File: src/rtl/uart_tx_arbiter_if.sv
`default_nettype none
// ============================================================================
// Module   : uart_tx_arbiter_if
// Brief    : Requester and UART-side signal bundle for uart_tx_arbiter.
//            i_lock exists only when UART_ARB_LOCK_EN is defined.
// Revision : 1.0 - initial release
// ============================================================================
interface uart_tx_arbiter_if #(
  parameter int NREQ = 4,
  parameter int DW   = 8
);
  localparam int c_GW = $clog2(NREQ);

  logic [NREQ-1:0]    i_req;
  logic [NREQ*DW-1:0] i_data;
`ifdef UART_ARB_LOCK_EN
  logic [NREQ-1:0]    i_lock;
`endif
  logic [NREQ-1:0]    o_ack;
  logic               o_uart_write;
  logic [DW-1:0]      o_uart_data;
  logic               i_uart_busy;
  logic [c_GW-1:0]    o_grant;
  logic               o_active;

  modport slave (
    input  i_req,
    input  i_data,
`ifdef UART_ARB_LOCK_EN
    input  i_lock,
`endif
    input  i_uart_busy,
    output o_ack,
    output o_uart_write,
    output o_uart_data,
    output o_grant,
    output o_active
  );

  modport master (
    output i_req,
    output i_data,
`ifdef UART_ARB_LOCK_EN
    output i_lock,
`endif
    output i_uart_busy,
    input  o_ack,
    input  o_uart_write,
    input  o_uart_data,
    input  o_grant,
    input  o_active
  );
endinterface
`default_nettype wire

File: src/rtl/uart_tx_arbiter.sv
`default_nettype none
// ============================================================================
// Module   : uart_tx_arbiter
// Brief    : Round-robin scheduler sharing one uart_tx between NREQ byte
//            producers. Optional grant lock via macro UART_ARB_LOCK_EN.
// Revision : 1.0 - initial release
// ============================================================================
module uart_tx_arbiter #(
  parameter int NREQ = 4,
  parameter int DW   = 8
) (
  input  logic              i_clk,
  input  logic              i_rst_n,
  uart_tx_arbiter_if.slave  bus
);

  localparam int c_GW = $clog2(NREQ);

  typedef enum logic [1:0] {
    IDLE      = 2'd0,
    ISSUE     = 2'd1,
    WAIT_BUSY = 2'd2,
    WAIT_DONE = 2'd3
  } state_t;

  state_t          r_state;
  logic [c_GW-1:0] r_ptr;
  logic [c_GW-1:0] r_grant;
  logic [NREQ-1:0] r_ack;
  logic            r_write;
  logic [DW-1:0]   r_data;
  logic            r_active;
  logic            r_tmo;
`ifdef UART_ARB_LOCK_EN
  logic            r_last_vld;
`endif

  logic            w_rr_found;
  logic [c_GW-1:0] w_rr_idx;
  logic            w_go;
  logic [c_GW-1:0] w_win;
  logic [c_GW-1:0] w_next_ptr;
  logic [NREQ-1:0] w_win_onehot;

  function automatic logic [c_GW-1:0] f_wrap(input int v);
    f_wrap = c_GW'(v % NREQ);
  endfunction

  // First requester at or after the pointer, wrapping modulo NREQ.
  always_comb begin
    w_rr_found = 1'b0;
    w_rr_idx   = '0;
    for (int i = 0; i < NREQ; i++) begin
      if (!w_rr_found && bus.i_req[f_wrap(int'(r_ptr) + i)]) begin
        w_rr_found = 1'b1;
        w_rr_idx   = f_wrap(int'(r_ptr) + i);
      end
    end
  end

`ifdef UART_ARB_LOCK_EN
  logic w_locked;
  // A locked previous winner blocks everyone else, even with no request.
  assign w_locked = r_last_vld && bus.i_lock[r_grant];
  assign w_go     = !bus.i_uart_busy && (w_locked ? bus.i_req[r_grant] : w_rr_found);
  assign w_win    = w_locked ? r_grant : w_rr_idx;
`else
  assign w_go     = !bus.i_uart_busy && w_rr_found;
  assign w_win    = w_rr_idx;
`endif

  assign w_next_ptr   = (r_grant == c_GW'(NREQ - 1)) ? '0 : r_grant + c_GW'(1);
  assign w_win_onehot = {{(NREQ-1){1'b0}}, 1'b1} << w_win;

  always_ff @(posedge i_clk or negedge i_rst_n) begin
    if (!i_rst_n) begin
      r_state    <= IDLE;
      r_ptr      <= '0;
      r_grant    <= '0;
      r_ack      <= '0;
      r_write    <= 1'b0;
      r_data     <= '0;
      r_active   <= 1'b0;
      r_tmo      <= 1'b0;
`ifdef UART_ARB_LOCK_EN
      r_last_vld <= 1'b0;
`endif
    end else begin
      case (r_state)
        IDLE: begin
          if (w_go) begin
            r_grant  <= w_win;
            r_data   <= bus.i_data[int'(w_win) * DW +: DW];
            r_ack    <= w_win_onehot;
            r_write  <= 1'b1;
            r_active <= 1'b1;
            r_state  <= ISSUE;
          end
        end
        ISSUE: begin
          r_write <= 1'b0;
          r_ack   <= '0;
          r_tmo   <= 1'b0;
`ifdef UART_ARB_LOCK_EN
          r_last_vld <= 1'b1;
          if (!bus.i_lock[r_grant]) begin
            r_ptr <= w_next_ptr;
          end
`else
          r_ptr <= w_next_ptr;
`endif
          r_state <= WAIT_BUSY;
        end
        WAIT_BUSY: begin
          // A UART that never raises busy would otherwise stall us forever.
          if (bus.i_uart_busy) begin
            r_state <= WAIT_DONE;
          end else if (r_tmo) begin
            r_active <= 1'b0;
            r_state  <= IDLE;
          end else begin
            r_tmo <= 1'b1;
          end
        end
        WAIT_DONE: begin
          if (!bus.i_uart_busy) begin
            r_active <= 1'b0;
            r_state  <= IDLE;
          end
        end
        default: begin
          r_active <= 1'b0;
          r_state  <= IDLE;
        end
      endcase
    end
  end

  assign bus.o_ack        = r_ack;
  assign bus.o_uart_write = r_write;
  assign bus.o_uart_data  = r_data;
  assign bus.o_grant      = r_grant;
  assign bus.o_active     = r_active;

endmodule
`default_nettype wire

File: src/flat_wrapper.sv
// flat-port wrapper written by rule: the top's interface ports become plain ports
module uart_tx_arbiter_flat 
#(
  parameter int NREQ = 4,
  parameter int DW   = 8
)
  (i_clk, i_rst_n, bus_i_req, bus_i_data, bus_i_uart_busy, bus_o_ack, bus_o_uart_write, bus_o_uart_data, bus_o_grant, bus_o_active);
  uart_tx_arbiter_if #(.NREQ(NREQ), .DW(DW)) bus_i ();
  input  logic i_clk;
  input  logic i_rst_n;
  input wire logic [$bits(bus_i.i_req)-1:0] bus_i_req;
  input wire logic [$bits(bus_i.i_data)-1:0] bus_i_data;
  input wire logic [$bits(bus_i.i_uart_busy)-1:0] bus_i_uart_busy;
  output wire logic [$bits(bus_i.o_ack)-1:0] bus_o_ack;
  output wire logic [$bits(bus_i.o_uart_write)-1:0] bus_o_uart_write;
  output wire logic [$bits(bus_i.o_uart_data)-1:0] bus_o_uart_data;
  output wire logic [$bits(bus_i.o_grant)-1:0] bus_o_grant;
  output wire logic [$bits(bus_i.o_active)-1:0] bus_o_active;
  assign bus_i.i_req = bus_i_req;
  assign bus_i.i_data = bus_i_data;
  assign bus_i.i_uart_busy = bus_i_uart_busy;
  assign bus_o_ack = bus_i.o_ack;
  assign bus_o_uart_write = bus_i.o_uart_write;
  assign bus_o_uart_data = bus_i.o_uart_data;
  assign bus_o_grant = bus_i.o_grant;
  assign bus_o_active = bus_i.o_active;
  uart_tx_arbiter #(.NREQ(NREQ), .DW(DW)) u_core (.i_clk(i_clk), .i_rst_n(i_rst_n), .bus(bus_i));
endmodule
File: config.mk
export PLATFORM = sky130hd
export DESIGN_NAME = uart_tx_arbiter_flat
export DESIGN_NICKNAME = d
export VERILOG_FILES = /design/src/rtl/uart_tx_arbiter_if.sv /design/src/rtl/uart_tx_arbiter.sv /design/src/flat_wrapper.sv
export SDC_FILE = /design/constraint.sdc
export NUM_CORES = 1
export LEC_CHECK = 0
export ABC_AREA = 1
export CAP_MARGIN = 30
export CELL_PAD_IN_SITES_DETAIL_PLACEMENT = 1
export CELL_PAD_IN_SITES_GLOBAL_PLACEMENT = 1
export CORE_MARGIN = 5
export CORE_UTILIZATION = 31
export DETAILED_ROUTE_END_ITERATION = 6
export PLACE_DENSITY = 0.89
export RECOVER_POWER = 25
export SLEW_MARGIN = 5
export SYNTH_ARGS = -nofsm -noshare
export SYNTH_HDL_FRONTEND = slang
export SYNTH_SLANG_ARGS = --single-unit
export TNS_END_PERCENT = 1
File: constraint.sdc
create_clock -name i_clk -period 1.85 [get_ports i_clk]
set_input_delay 0.37 -clock i_clk [delete_from_list [all_inputs] [get_ports i_clk]]
set_output_delay 0.37 -clock i_clk [all_outputs]
set_load 0.01 [all_outputs]
==> results.json <==
{
  "rrSetupSlack_ps": -180,
  "violations": "negative setup slack",
  "worstSetupStartpointType": "flop",
  "initial_core_util_pct": 32.2,
  "skew_ps": 3.81,
  "crit_type": "reg -> reg",
  "cp-end-kind": "flop",
  "core_mm2": 0.00479,
  "antenna_found_initial": 0,
  "holdPathStages": 2,
  "antennaDiodeCount": 0,
  "clockBufferDepth": 2,
  "min_path_type": "reg -> reg",
  "final_max_slew_viol_count": 0,
  "final_cell_mix": "nand2_1, clkdlybuf4s50_1, nand2_2",
  "hold_violations": 0,
  "gp_congestion": 0.832,
  "timing.rr.end": "u_core.bus.o_uart_data[4]",
  "cap_violations": 0,
  "slew_headroom_pct": 20.7,
  "cts_hold_buffers": 0,
  "dpl.hpwl_um": 4100,
  "h-tree-depth": 1,
  "wl_per_cell_um": 17.4,
  "ys_seq_area_share_pct": 34.1,
  "fin_setup_tns_ps": -1090,
  "ioPinCount": 55,
  "avgSynthCellArea_um2": 6.67,
  "drive_gt1_share_pct": 33.2,
  "cts_tree": "yes",
  "vdd_drop_max_uv": 882,
  "fin_nets": 360,
  "fmax_mhz": 493,
  "syn_nets": 271,
  "cellLeakagePower_nw": 1.37,
  "grt.total_usage_pct": 20.4,
  "final_antenna_net_count": 0,
  "ys_ff_latch": 21,
  "finalPower_mw": 5.79,
  "synth_warnings": 0,
  "r2r_cells": 12,
  "area_delta_synth_final_pct": 76.9,
  "grt_pass1_vias": 2171,
  "cp.required_ps": 2010,
  "rows": 25,
  "fill_cells": 608,
  "holdPathEnd": "u_core.bus.o_active",
  "cts.clk_slew.worst_paths_ps": 80,
  "grt_setup_unrepaired": "yes",
  "portBuffers": 54,
  "ff_latch_area_um2": 527,
  "fin_crit_ps": 2030,
  "setup_viol_count_final": 13,
  "die_h_um": 80.5,
  "worst_pin_slew_ps": 1190,
  "first_iter_violations": 48,
  "synth_cells": 231,
  "die_w_um": 80.5,
  "layout_setup_ws_ps": -177,
  "clock_latency_ps": 270,
  "root_buffer": "clkbuf_8",
  "vias_per_cell": 4.97,
  "multi_input_area_mm2": 0.00115,
  "dieArea_mm2": 0.00648,
  "fin_crit_sh_pct": 110,
  "grt_max_degree": 22,
  "grt_pass1_wl_um": 10200,
  "worstPathMaxFanout": 10,
  "r2r_start": "u_core.r_ptr[0]",
  "clock-sinks": 21,
  "synth.distinct_cells": 27,
  "grt_overflow": 0,
  "drt_wl_total_um": 6700,
  "final_common_cell": "nand2_1",
  "vias": 1919,
  "cp.arrival_ps": 2190,
  "hold_start": "u_core.bus.o_active",
  "syn-cell-area_mm2": 0.00154,
  "status": "complete, but fails checks",
  "first_pass_iters": 4,
  "utilization_pct": 57.0,
  "cts_buffers": 3,
  "powerDensity_mw_per_mm2": 2120,
  "route.detailed.drc": 0
}
## registers in the layout, indices dropped and copies added (netlist names)
signal / count
u_core.bus.o_uart_data: 8
u_core.bus.o_ack: 4
u_core.bus.o_grant: 2
u_core.r_ptr: 2
u_core.r_state: 2
u_core.bus.o_active: 1
u_core.bus.o_uart_write: 1
u_core.r_tmo: 1
## cells by family (layout without fill, tap and decap cells)
family / after synthesis / in the layout / synth area share [%]
flops: 21 / 21 / 34.1
simple gates: 172 / 176 / 51.9
buf+inv: 24 / 108 / 7.79
fa+ha+maj: 1 / 1 / 0.812
compound gates: 13 / 13 / 5.36
## how the worst max path moves through the flow
stage	from	to	slack, ps	cells after the start
4_1_cts	u_core.r_ptr[0]	u_core.bus.o_uart_data[1]	-70	14
5_1_grt	u_core.r_ptr[0]	u_core.bus.o_uart_data[4]	-290	15
2_1_floorplan	u_core.r_ptr[0]	u_core.bus.o_uart_data[1]	150	16
6_report	u_core.r_ptr[0]	u_core.bus.o_uart_data[4]	-180	12
3_3_place_gp	bus_i_req[0]	u_core.bus.o_uart_data[1]	-360	14
3_5_place_dp	bus_i_req[0]	u_core.bus.o_uart_data[1]	-530	14
## critical path, cell delays in order (launching register included)
cell and delay [ps]:
dfrtp_2 480, inv_4 120, nand2_2 80, nand3_2 110, nand2_4 80, nor2_4 210, nand4_1 200, nand2_2 170
clkinv_4 110, nand2_1 120, nand2_1 90, nand2_2 80, nand2_2 60
## per-layer routing
| layer | part of all wire [%] | up-vias | routed length (µm) | GRT usage [%] |
|---|---|---|---|---|
| li1 | - | 920 | - | - |
| met1 | 37 | 933 | 2500 | 21.3 |
| met2 | 55 | 54 | 3720 | 40.1 |
| met4 | 2.2 | 0 | 146 | 5.07 |
| met5 | 0 | - | 0 | 0 |
| met3 | 5.1 | 12 | 343 | 4.82 |
## stage by stage
step / area (µm²) / setup slack (ps) / cells / hold slack [ps]
floorplan: 1540 / 153 / 231 / 74.4
global placement: 2260 / -364 / 363 / 459
detailed placement: 2260 / -529 / 363 / 466
CTS: 2630 / -70.5 / 383 / 451
global route: 2730 / -294 / 386 / 518
finish: 2730 / -177 / 386 / 484
## cells in the mapped netlist (all sizes together)
| cell type | number | area share (%) |
|---|---|---|
| nand2 | 130 | 36 |
| buf | 7 | 3.7 |
| dfrtp | 21 | 34 |
| a21oi | 2 | 0.89 |
| o31ai | 1 | 0.49 |
| nor3 | 1 | 0.65 |
| nand4 | 2 | 0.81 |
| clkinv | 1 | 0.24 |
| ha | 1 | 0.81 |
| o21ai | 8 | 3.1 |
| a31oi | 1 | 0.41 |
| nor2 | 4 | 2.1 |
| inv | 16 | 3.9 |
| nand3 | 35 | 13 |
| o211ai | 1 | 0.49 |
## what timing repair did
action | 4_1_cts | 5_1_grt
endpoints found under the setup margin | 14 | 17
gates cloned | 3 | 1
setup buffers | 13 | 2
pin swaps | 37 | 15
gates resized for setup | 60 | 16
## final cells by class
type / instances / share of cell area, %
Multi-Input combinational cell: 190 / 42.1
Timing Repair Buffer: 87 / 31.2
Sequential cell: 21 / 19.3
Tap cell: 67 / 3.07
Inverter: 17 / 2.62
Clock buffer: 4 / 1.65
## where the power goes
part	internal, mW	total, mW	leakage (nW)	switching [mW]
registers	0.673	0.854	0.265	0.181
logic	1.92	4.62	1.08	2.70
clock network	0.154	0.317	0.0228	0.163
total	2.75	5.79	1.37	3.04
(Power assumes the default switching activity.)
